### src/rtl/brightness_level_ctrl_pkg.sv
// Shared types, default constants and helpers for the brightness level sequencer.
package brightness_pkg;

    typedef enum logic [1:0] {
        IDLE,
        QUALIFY,
        RAMP,
        DWELL
    } state_t;

    localparam int unsigned LEVEL_W_DEF   = 3;
    localparam int unsigned MAX_LEVEL_DEF = 4;

    // Limit a requested level to the highest legal filter level.
    function automatic int unsigned clamp_level(input int unsigned level,
                                                input int unsigned max_level);
        return (level > max_level) ? max_level : level;
    endfunction

endpackage

### src/rtl/brightness_level_ctrl_frame_event_counter.sv
// 4-bit saturating counter of frame events with synchronous clear and a
// terminal-count flag; used for both the debounce and the dwell intervals.
module frame_event_counter #(
    parameter int unsigned LIMIT = 1
) (
    input  logic clk,
    input  logic reset,
    input  logic clear,
    input  logic inc,
    output logic done
);

    localparam logic [3:0] LIMIT_V = 4'(LIMIT);

    logic [3:0] count;

    // Clear has priority; the count sticks at all-ones instead of wrapping.
    always_ff @(posedge clk or posedge reset) begin
        if (reset) begin
            count <= '0;
        end else if (clear) begin
            count <= '0;
        end else if (inc && (count != '1)) begin
            count <= count + 4'd1;
        end
    end

    assign done = (count == LIMIT_V);

endmodule

### src/rtl/brightness_level_ctrl.sv
// Frame-synchronous sequencer for the brightness filter level: debounces level
// requests over whole frames, then steps freq_flag one unit per frame boundary
// toward the target with a dwell between steps.
module brightness_level_ctrl
    import brightness_pkg::*;
#(
    parameter int unsigned LEVEL_W      = LEVEL_W_DEF,
    parameter int unsigned MAX_LEVEL    = MAX_LEVEL_DEF,
    parameter int unsigned HOLD_FRAMES  = 2,
    parameter int unsigned DWELL_FRAMES = 1
) (
    input  logic               clk,
    input  logic               reset,
    input  logic               enable,
    input  logic               freq_valid,
    input  logic [LEVEL_W-1:0] freq_level,
    input  logic               frame_start,
    output logic [LEVEL_W-1:0] freq_flag,
    output logic               level_changed,
    output logic               busy
);

    state_t             state;
    logic               frame_d;
    logic               frame_evt;
    logic               req;
    logic               q_clear;
    logic               q_done;
    logic               d_clear;
    logic               d_done;
    logic [LEVEL_W-1:0] req_val;
    logic [LEVEL_W-1:0] target;
    logic [LEVEL_W-1:0] tgt_n;

    assign req_val = LEVEL_W'(clamp_level(32'(freq_level), MAX_LEVEL));

    // Rising-edge detect so a stretched frame_start counts once.
    always_ff @(posedge clk or posedge reset) begin
        if (reset) begin
            frame_d <= 1'b0;
        end else begin
            frame_d <= frame_start;
        end
    end

    // Effective target this cycle and counter clear controls.
    always_comb begin
        req       = enable && freq_valid;
        frame_evt = frame_start && !frame_d;
        if (!enable) begin
            tgt_n = '0;
        end else if (freq_valid) begin
            tgt_n = req_val;
        end else begin
            tgt_n = target;
        end
        // A differing request restarts debounce; a coincident frame is not counted.
        q_clear = (state != QUALIFY) || (req && (req_val != target));
        d_clear = (state != DWELL);
    end

    frame_event_counter #(.LIMIT(HOLD_FRAMES)) u_qual_cnt (
        .clk   (clk),
        .reset (reset),
        .clear (q_clear),
        .inc   (frame_evt),
        .done  (q_done)
    );

    frame_event_counter #(.LIMIT(DWELL_FRAMES)) u_dwell_cnt (
        .clk   (clk),
        .reset (reset),
        .clear (d_clear),
        .inc   (frame_evt),
        .done  (d_done)
    );

    // Level sequencer FSM; all outputs registered.
    always_ff @(posedge clk or posedge reset) begin
        if (reset) begin
            state         <= IDLE;
            freq_flag     <= '0;
            target        <= '0;
            level_changed <= 1'b0;
            busy          <= 1'b0;
        end else begin
            level_changed <= 1'b0;
            target        <= tgt_n;
            case (state)
                IDLE: begin
                    if (!enable) begin
                        if (freq_flag != '0) begin
                            state <= RAMP;
                            busy  <= 1'b1;
                        end
                    end else if (freq_valid && (req_val != freq_flag)) begin
                        state <= QUALIFY;
                        busy  <= 1'b1;
                    end
                end
                QUALIFY: begin
                    if (!enable) begin
                        if (freq_flag != '0) begin
                            state <= RAMP;
                        end else begin
                            state <= IDLE;
                            busy  <= 1'b0;
                        end
                    end else if (freq_valid && (req_val == freq_flag)) begin
                        state <= IDLE;
                        busy  <= 1'b0;
                    end else if (freq_valid && (req_val != target)) begin
                        state <= QUALIFY;
                    end else if (q_done) begin
                        state <= RAMP;
                    end
                end
                RAMP: begin
                    if (tgt_n == freq_flag) begin
                        state <= IDLE;
                        busy  <= 1'b0;
                    end else if (frame_evt) begin
                        freq_flag     <= (tgt_n > freq_flag) ? freq_flag + LEVEL_W'(1)
                                                             : freq_flag - LEVEL_W'(1);
                        level_changed <= 1'b1;
                        state         <= DWELL;
                    end
                end
                DWELL: begin
                    // Disable while dwelling keeps the dwell; the target is already 0.
                    if (d_done) begin
                        if (tgt_n == freq_flag) begin
                            state <= IDLE;
                            busy  <= 1'b0;
                        end else begin
                            state <= RAMP;
                        end
                    end
                end
                default: begin
                    state <= IDLE;
                    busy  <= 1'b0;
                end
            endcase
        end
    end

endmodule

### config.mk
export PLATFORM = sky130hd
export DESIGN_NAME = brightness_level_ctrl
export DESIGN_NICKNAME = d
export VERILOG_FILES = /design/src/rtl/brightness_level_ctrl_pkg.sv /design/src/rtl/brightness_level_ctrl_frame_event_counter.sv /design/src/rtl/brightness_level_ctrl.sv
export SDC_FILE = /design/constraint.sdc
export NUM_CORES = 1
export LEC_CHECK = 0
export BUFFER_PORTS_ARGS = -buffer_cell sky130_fd_sc_hd__buf_4
export CAP_MARGIN = 20
export CORE_AREA = 4 4 52 54
export DETAILED_ROUTE_END_ITERATION = 12
export DIE_AREA = 0 0 56 58
export HOLD_SLACK_MARGIN = 0.1
export PLACE_DENSITY = 0.78
export SLEW_MARGIN = 20
export SYNTH_ARGS = -nofsm -noshare
export SYNTH_HDL_FRONTEND = slang
export SYNTH_HIERARCHICAL = 1
export SYNTH_SLANG_ARGS = --single-unit
export TNS_END_PERCENT = 30
### constraint.sdc
create_clock -name clk -period 3.7 [get_ports clk]
set_clock_uncertainty 0.2 [all_clocks]
set_input_delay 0 -clock clk [delete_from_list [all_inputs] [get_ports clk]]
set_output_delay 0 -clock clk [all_outputs]
set_load 0.05 [all_outputs]
Word level (Yosys, flattened, before mapping):

Index checks and enable logic that the tools add are counted.

* register bits: 19

* $add $sub $neg: 4
* order comparisons: 2
* equality and inequality tests: 20
* muxes and demuxes: 33
* bitwise operators: 1
* reductions and logical operators: 17

Operators by type and width (count)
* 2-bit 2-to-1 mux: 12
* 4-bit 2-to-1 mux: 4
* 3-bit 2-to-1 mux: 4
* 3-bit != test, second input constant: 4
* 1-bit 2-to-1 mux: 11
* 5-bit AND reduction: 2
* 4-bit by 1-bit adder with 4-bit output, second input constant: 2
* 1-bit logical AND: 8
* 4-bit != test, second input constant: 2
* 2-bit one-hot mux with 4 select lines: 1
* 3-bit equality test: 2
* 3-bit != test: 2
* 5-bit != test, second input constant: 1
* 2-bit equality test, second input constant: 2
* 4-bit by 1-bit equality test with 1-bit output, second input constant: 1
* 4-bit by 2-bit equality test with 1-bit output, second input constant: 1
* 2-bit != test, second input constant: 2
* 1-bit one-hot mux with 4 select lines: 1
* 2-bit nonzero test: 2
* 3-bit by 1-bit adder with 3-bit output, second input constant: 1
* 3-bit greater-than comparator: 1
* 3-bit greater-than comparator, second input constant: 1
* 3-bit by 2-bit != test with 1-bit output, second input constant: 1
* 3-bit AND reduction: 1
* other kinds (8): 8

Depth between registers and ports, before layout:

* depth in word-level cells: 8
* gate-level depth with buffers: 12
* mapped depth without buffers: 11

Modules after synthesis:

The synthesis kept the hierarchy.

Modules (own cells, without submodules)
* brightness_level_ctrl: times used 1, cells an instance 83, area an instance 832.0 µm²
* frame_event_counter at u_qual_cnt: times used 1, cells an instance 22, area an instance 231.5 µm²
* frame_event_counter at u_dwell_cnt: times used 1, cells an instance 23, area an instance 229.0 µm²

Worst setup path before layout:

No wires, ideal clock.

* kind: reg-to-reg
* from: reg freq_flag[1]
* to: reg freq_flag[2]
* data arrival time: 2.158 ns
* required time: 3.354 ns
* slack: 1.196 ns
* cell stages (with the launch flop): 10
* buffers on the path: 0
* period minus slack after synthesis: 2.504 ns
* cells stage by stage: dfrtp_1 > inv_1 > ha_1 > nor2b_1 > o21a_1 > o21ai_1 > fa_1 > xor2_1 > nand2_1 > xnor2_1

* cells in the longest elaborated chain, start to end: 3
* elaborated cells between the ends (all ways): 7
* those cells by class: 2 x add/sub; 1 x order compare; 1 x eq/ne; 1 x mux; 1 x bitwise; 1 x reduce/logical

Ends and longest elaborated chain
* from (decl): line brightness_level_ctrl.sv:18 `output logic [LEVEL_W-1:0] freq_flag,`
* from (signal assigned): line brightness_level_ctrl.sv:123 `freq_flag <= (tgt_n > freq_flag) ? freq_flag + LEVEL_W'(1)`
* branches (longest 3 deep; another with 3-bit by 1-bit subtractor with 3-bit output)

Parallel ways; which one is timed is not known.
A chain may end at the register's enable or synchronous reset.

Worst setup path after layout:

* from: reg target[1]
* to: reg freq_flag[2]

* cells in the longest elaborated chain, start to end: 5
* elaborated cells between the ends (all ways): 7
* those cells by class: 1 x order compare; 1 x eq/ne; 3 x mux; 1 x bitwise; 1 x reduce/logical

Ends and longest elaborated chain
* from (decl): line brightness_level_ctrl.sv:32 `logic [LEVEL_W-1:0] target;`
* from (signal assigned): line brightness_level_ctrl.sv:88 `target <= tgt_n;`
* 3-bit 2-to-1 mux *: line brightness_level_ctrl.sv:52 `end else if (freq_valid) begin`
* 3-bit 2-to-1 mux *: line brightness_level_ctrl.sv:50 `if (!enable) begin`
* via tgt_n[1]: line brightness_level_ctrl.sv:33 `logic [LEVEL_W-1:0] tgt_n;`
* branches (longest 3 deep; another with 3-bit greater-than comparator)

Mark *: on every way through the listed nets, which the timed path passes.

==> reports/results.ini <==
[floorplanning]
die-height_um=58
initial_core_util_pct=58.4
ios=13
dieWidth_um=56
core_area_mm2=0.00221
die-area_mm2=0.00325
floorplan.rows=17

[logic_synthesis]
ys_seq_area_share_pct=36.8
post-synth-top-area-fraction_pct=36.8
ys.flop_type=sky130_fd_sc_hd__dfrtp_1
synth_top_area_cells=sky130_fd_sc_hd__dfrtp_1 37%, sky130_fd_sc_hd__ha_1 6.8%, sky130_fd_sc_hd__inv_1 3.5%, sky130_fd_sc_hd__nand2_1 3.2%, sky130_fd_sc_hd__xor2_1 2.7%
synth.ff_latch_count=19
synth-edff-count=0
mappedNetlistArea_mm2=0.00129
syn_nets=144
async_reset_ff_share_pct=100
synth_cells=128
yosysTopAreaCell=sky130_fd_sc_hd__dfrtp_1
yosys_warnings=6
synthesis.area_per_instance_um2=10.1
count_of_different_cell_masters_after_synthesis=49

[setup_path]
critical_path.reg2reg.startpoint=target[1]
required_ns=3.68
path_max_fanout=3
arrival_time_reported_for_the_critical_path_endpoint_ns=3.07
worst_setup_sp=target[1]
crit_path_end_kind=flop
class_of_the_most_critical_setup_path=reg -> reg
startpoint_type=flop

[sta]
timing.setup.tns_ns=0
timing_worst_slew_pin_value_ns=0.574
unrepaired_setup_endpoints_after_global_routing=no
post-route-period-util_pct=83.6
timing.fmax_ghz=0.323
final_max_slew_viol_count=0
hold_viol=0
setup-violations-final=0
slew_headroom_pct=61.7
fin_crit_ns=3.09

[placement]
place_hpwl_um=1930
placed_area_mm2=0.00138
port-buffer-count=12
globalplace.congestion=0.832
post-place-cells=164

[cells_and_area]
postLayoutCellArea_mm2=0.00150
share_of_cells_above_drive_strength_1_pct=21.5
area_delta_synth_final_pct=16.1
fin_cells=177
antenna_cells=0
nets_finish=166

[cts]
post_cts_setup_buffers=0
cts_max_path_buffers=2
cts.sink_count=19
hold_buffers=9
root_buffer=sky130_fd_sc_hd__clkbuf_4
clk_transition_reported_paths_ns=0.12
clock_tree_from_tritoncts=done
post_cts_resize_count=0
source_to_sink_clock_delay_at_the_later_pin_of_the_worst_skew_pair_ns=0.30
ctsHtreeMaxLevel=1
cts_inserted_buffers=3

[detailed_routing]
detailedRoute.firstPassIterationCount=4
wirelength_um=2630
drc=0
vias=1052
drtIter0Drc=28
viasPerCell=5.94
route.antenna.remaining_nets=0
route.detailed.wl_per_inst_um=14.8

[global_route]
antenna_violations_before_repair=0
grt_max_degree=17
gr-usage-all-layers_pct=18.0
grt_first_pass_wirelength_um=4660
grt_overflow_total=0
first_global_vias=1040

[pwr]
power_leakage_uw=0.000653
vdd_ir_drop_max_uv=573
power.density_cell_area_mw_per_mm2=628

[hold_path]
hold_path.class=in -> reg
hold_path_startpoint=frame_start

[outcome]
status=complete, no violations

[run]
maxCapViolations=0

[per-layer routing]
| layer | part of all wire (%) | global-route usage (%) | wire (µm) |
|---|---|---|---|
| met5 | 0 | 0 | 0 |
| met4 | 0.72 | 7.12 | 19 |
| met3 | 3.2 | 2.00 | 85 |
| met2 | 53 | 32.6 | 1400 |
| met1 | 43 | 22.0 | 1120 |
[critical path: stages (launching register included)]
cell	delay [ns]
sky130_fd_sc_hd__dfrtp_1	0.43
sky130_fd_sc_hd__inv_1	0.07
sky130_fd_sc_hd__o22ai_1	0.07
sky130_fd_sc_hd__dlygate4sd3_1	0.58
sky130_fd_sc_hd__and2_1	0.19
sky130_fd_sc_hd__ha_1	0.30
sky130_fd_sc_hd__nor2b_1	0.13
sky130_fd_sc_hd__o21a_1	0.11
sky130_fd_sc_hd__o21ai_1	0.09
sky130_fd_sc_hd__fa_1	0.39
sky130_fd_sc_hd__xor2_1	0.15
sky130_fd_sc_hd__nand2_1	0.09
sky130_fd_sc_hd__xnor2_1	0.17
[state kept, by name (all words and copies together), names as in the netlist]
| register | flops |
|---|---|
| busy | 1 |
| frame_d | 1 |
| freq_flag | 3 |
| level_changed | 1 |
| state | 2 |
| target | 3 |
| u_dwell_cnt/count | 4 |
| u_qual_cnt/count | 4 |
[path summary, 6_finish.rpt]
check / depth (start not counted) / slack (ns) / to
worst max-delay path: 12 / 0.61 / freq_flag[2]
max in group asynchronous: 4 / 2.34 / freq_flag[2]
worst min-delay path: 2 / 0.17 / frame_d
min in group asynchronous: 4 / 0.53 / u_dwell_cnt/count[2]
worst min register to register: 1 / 0.33 / busy
worst max register to register: 12 / 0.61 / freq_flag[2]
[layout by cell type (no fill, tap or decap), types with 3 or more instances in the layout]
master	count
sky130_fd_sc_hd__buf_4	12
sky130_fd_sc_hd__clkbuf_4	3
sky130_fd_sc_hd__a21oi_1	5
sky130_fd_sc_hd__dlygate4sd3_1	9
sky130_fd_sc_hd__dfrtp_1	19
sky130_fd_sc_hd__xnor2_1	3
sky130_fd_sc_hd__nand2_1	11
sky130_fd_sc_hd__nor3_1	4
sky130_fd_sc_hd__nand3_1	4
sky130_fd_sc_hd__nor3b_1	3
sky130_fd_sc_hd__inv_1	12
sky130_fd_sc_hd__ha_1	7
sky130_fd_sc_hd__xor2_1	4
sky130_fd_sc_hd__nand3_2	3
sky130_fd_sc_hd__nor2_1	5
[final cells by class]
type                       instances  area [µm²]
multi-input combinational         93         737
inverter                          12        45.0
clock buffer                       3        22.5
timing repair buffer              21         180
tap                               28        35.0
fill                             191         712
clock inverter                     1        5.00
sequential                        19         475
[cell usage after synthesis (3+ instances only)]
cell	instances
sky130_fd_sc_hd__xnor2_1	3
sky130_fd_sc_hd__inv_1	12
sky130_fd_sc_hd__xor2_1	4
sky130_fd_sc_hd__a21oi_1	5
sky130_fd_sc_hd__nand3_1	4
sky130_fd_sc_hd__nand2_1	11
sky130_fd_sc_hd__dfrtp_1	19
sky130_fd_sc_hd__ha_1	7
sky130_fd_sc_hd__nor3_1	4
sky130_fd_sc_hd__nor3b_1	3
sky130_fd_sc_hd__nor2_1	5
sky130_fd_sc_hd__nand3_2	3
[stage by stage]
stage	hold WS [ns]	power (µW)	setup slack, ns	util (%)
global placement	-0.291	814	1.32	62.5
global route	0.159	1020	0.383	67.8
floorplan	-0.434	733	1.20	-
finish	0.165	942	0.605	67.8
CTS	0.143	949	0.665	67.8
detailed placement	-0.278	832	1.23	62.5
[cells by family after synthesis]
group                    share of synthesized area [%]
multiplexers                                      3.87
adder cells (fa/ha/maj)                           8.33
buffers and inverters                             6.20
AO/OA/AOI/OAI                                     18.2
AND/OR/NAND/NOR                                   21.9
XOR/XNOR                                          4.74
flip-flops                                        36.8
[where the power goes]
part | switching, µW | internal (µW) | leakage (µW) | total [µW]
clock | 66.0 | 40.2 | 0.0000177 | 106
combinational | 275 | 225 | 0.000387 | 500
sequential | 84.2 | 252 | 0.000248 | 336
total | 425 | 517 | 0.000653 | 942
Power figures use the tool's default switching activity.
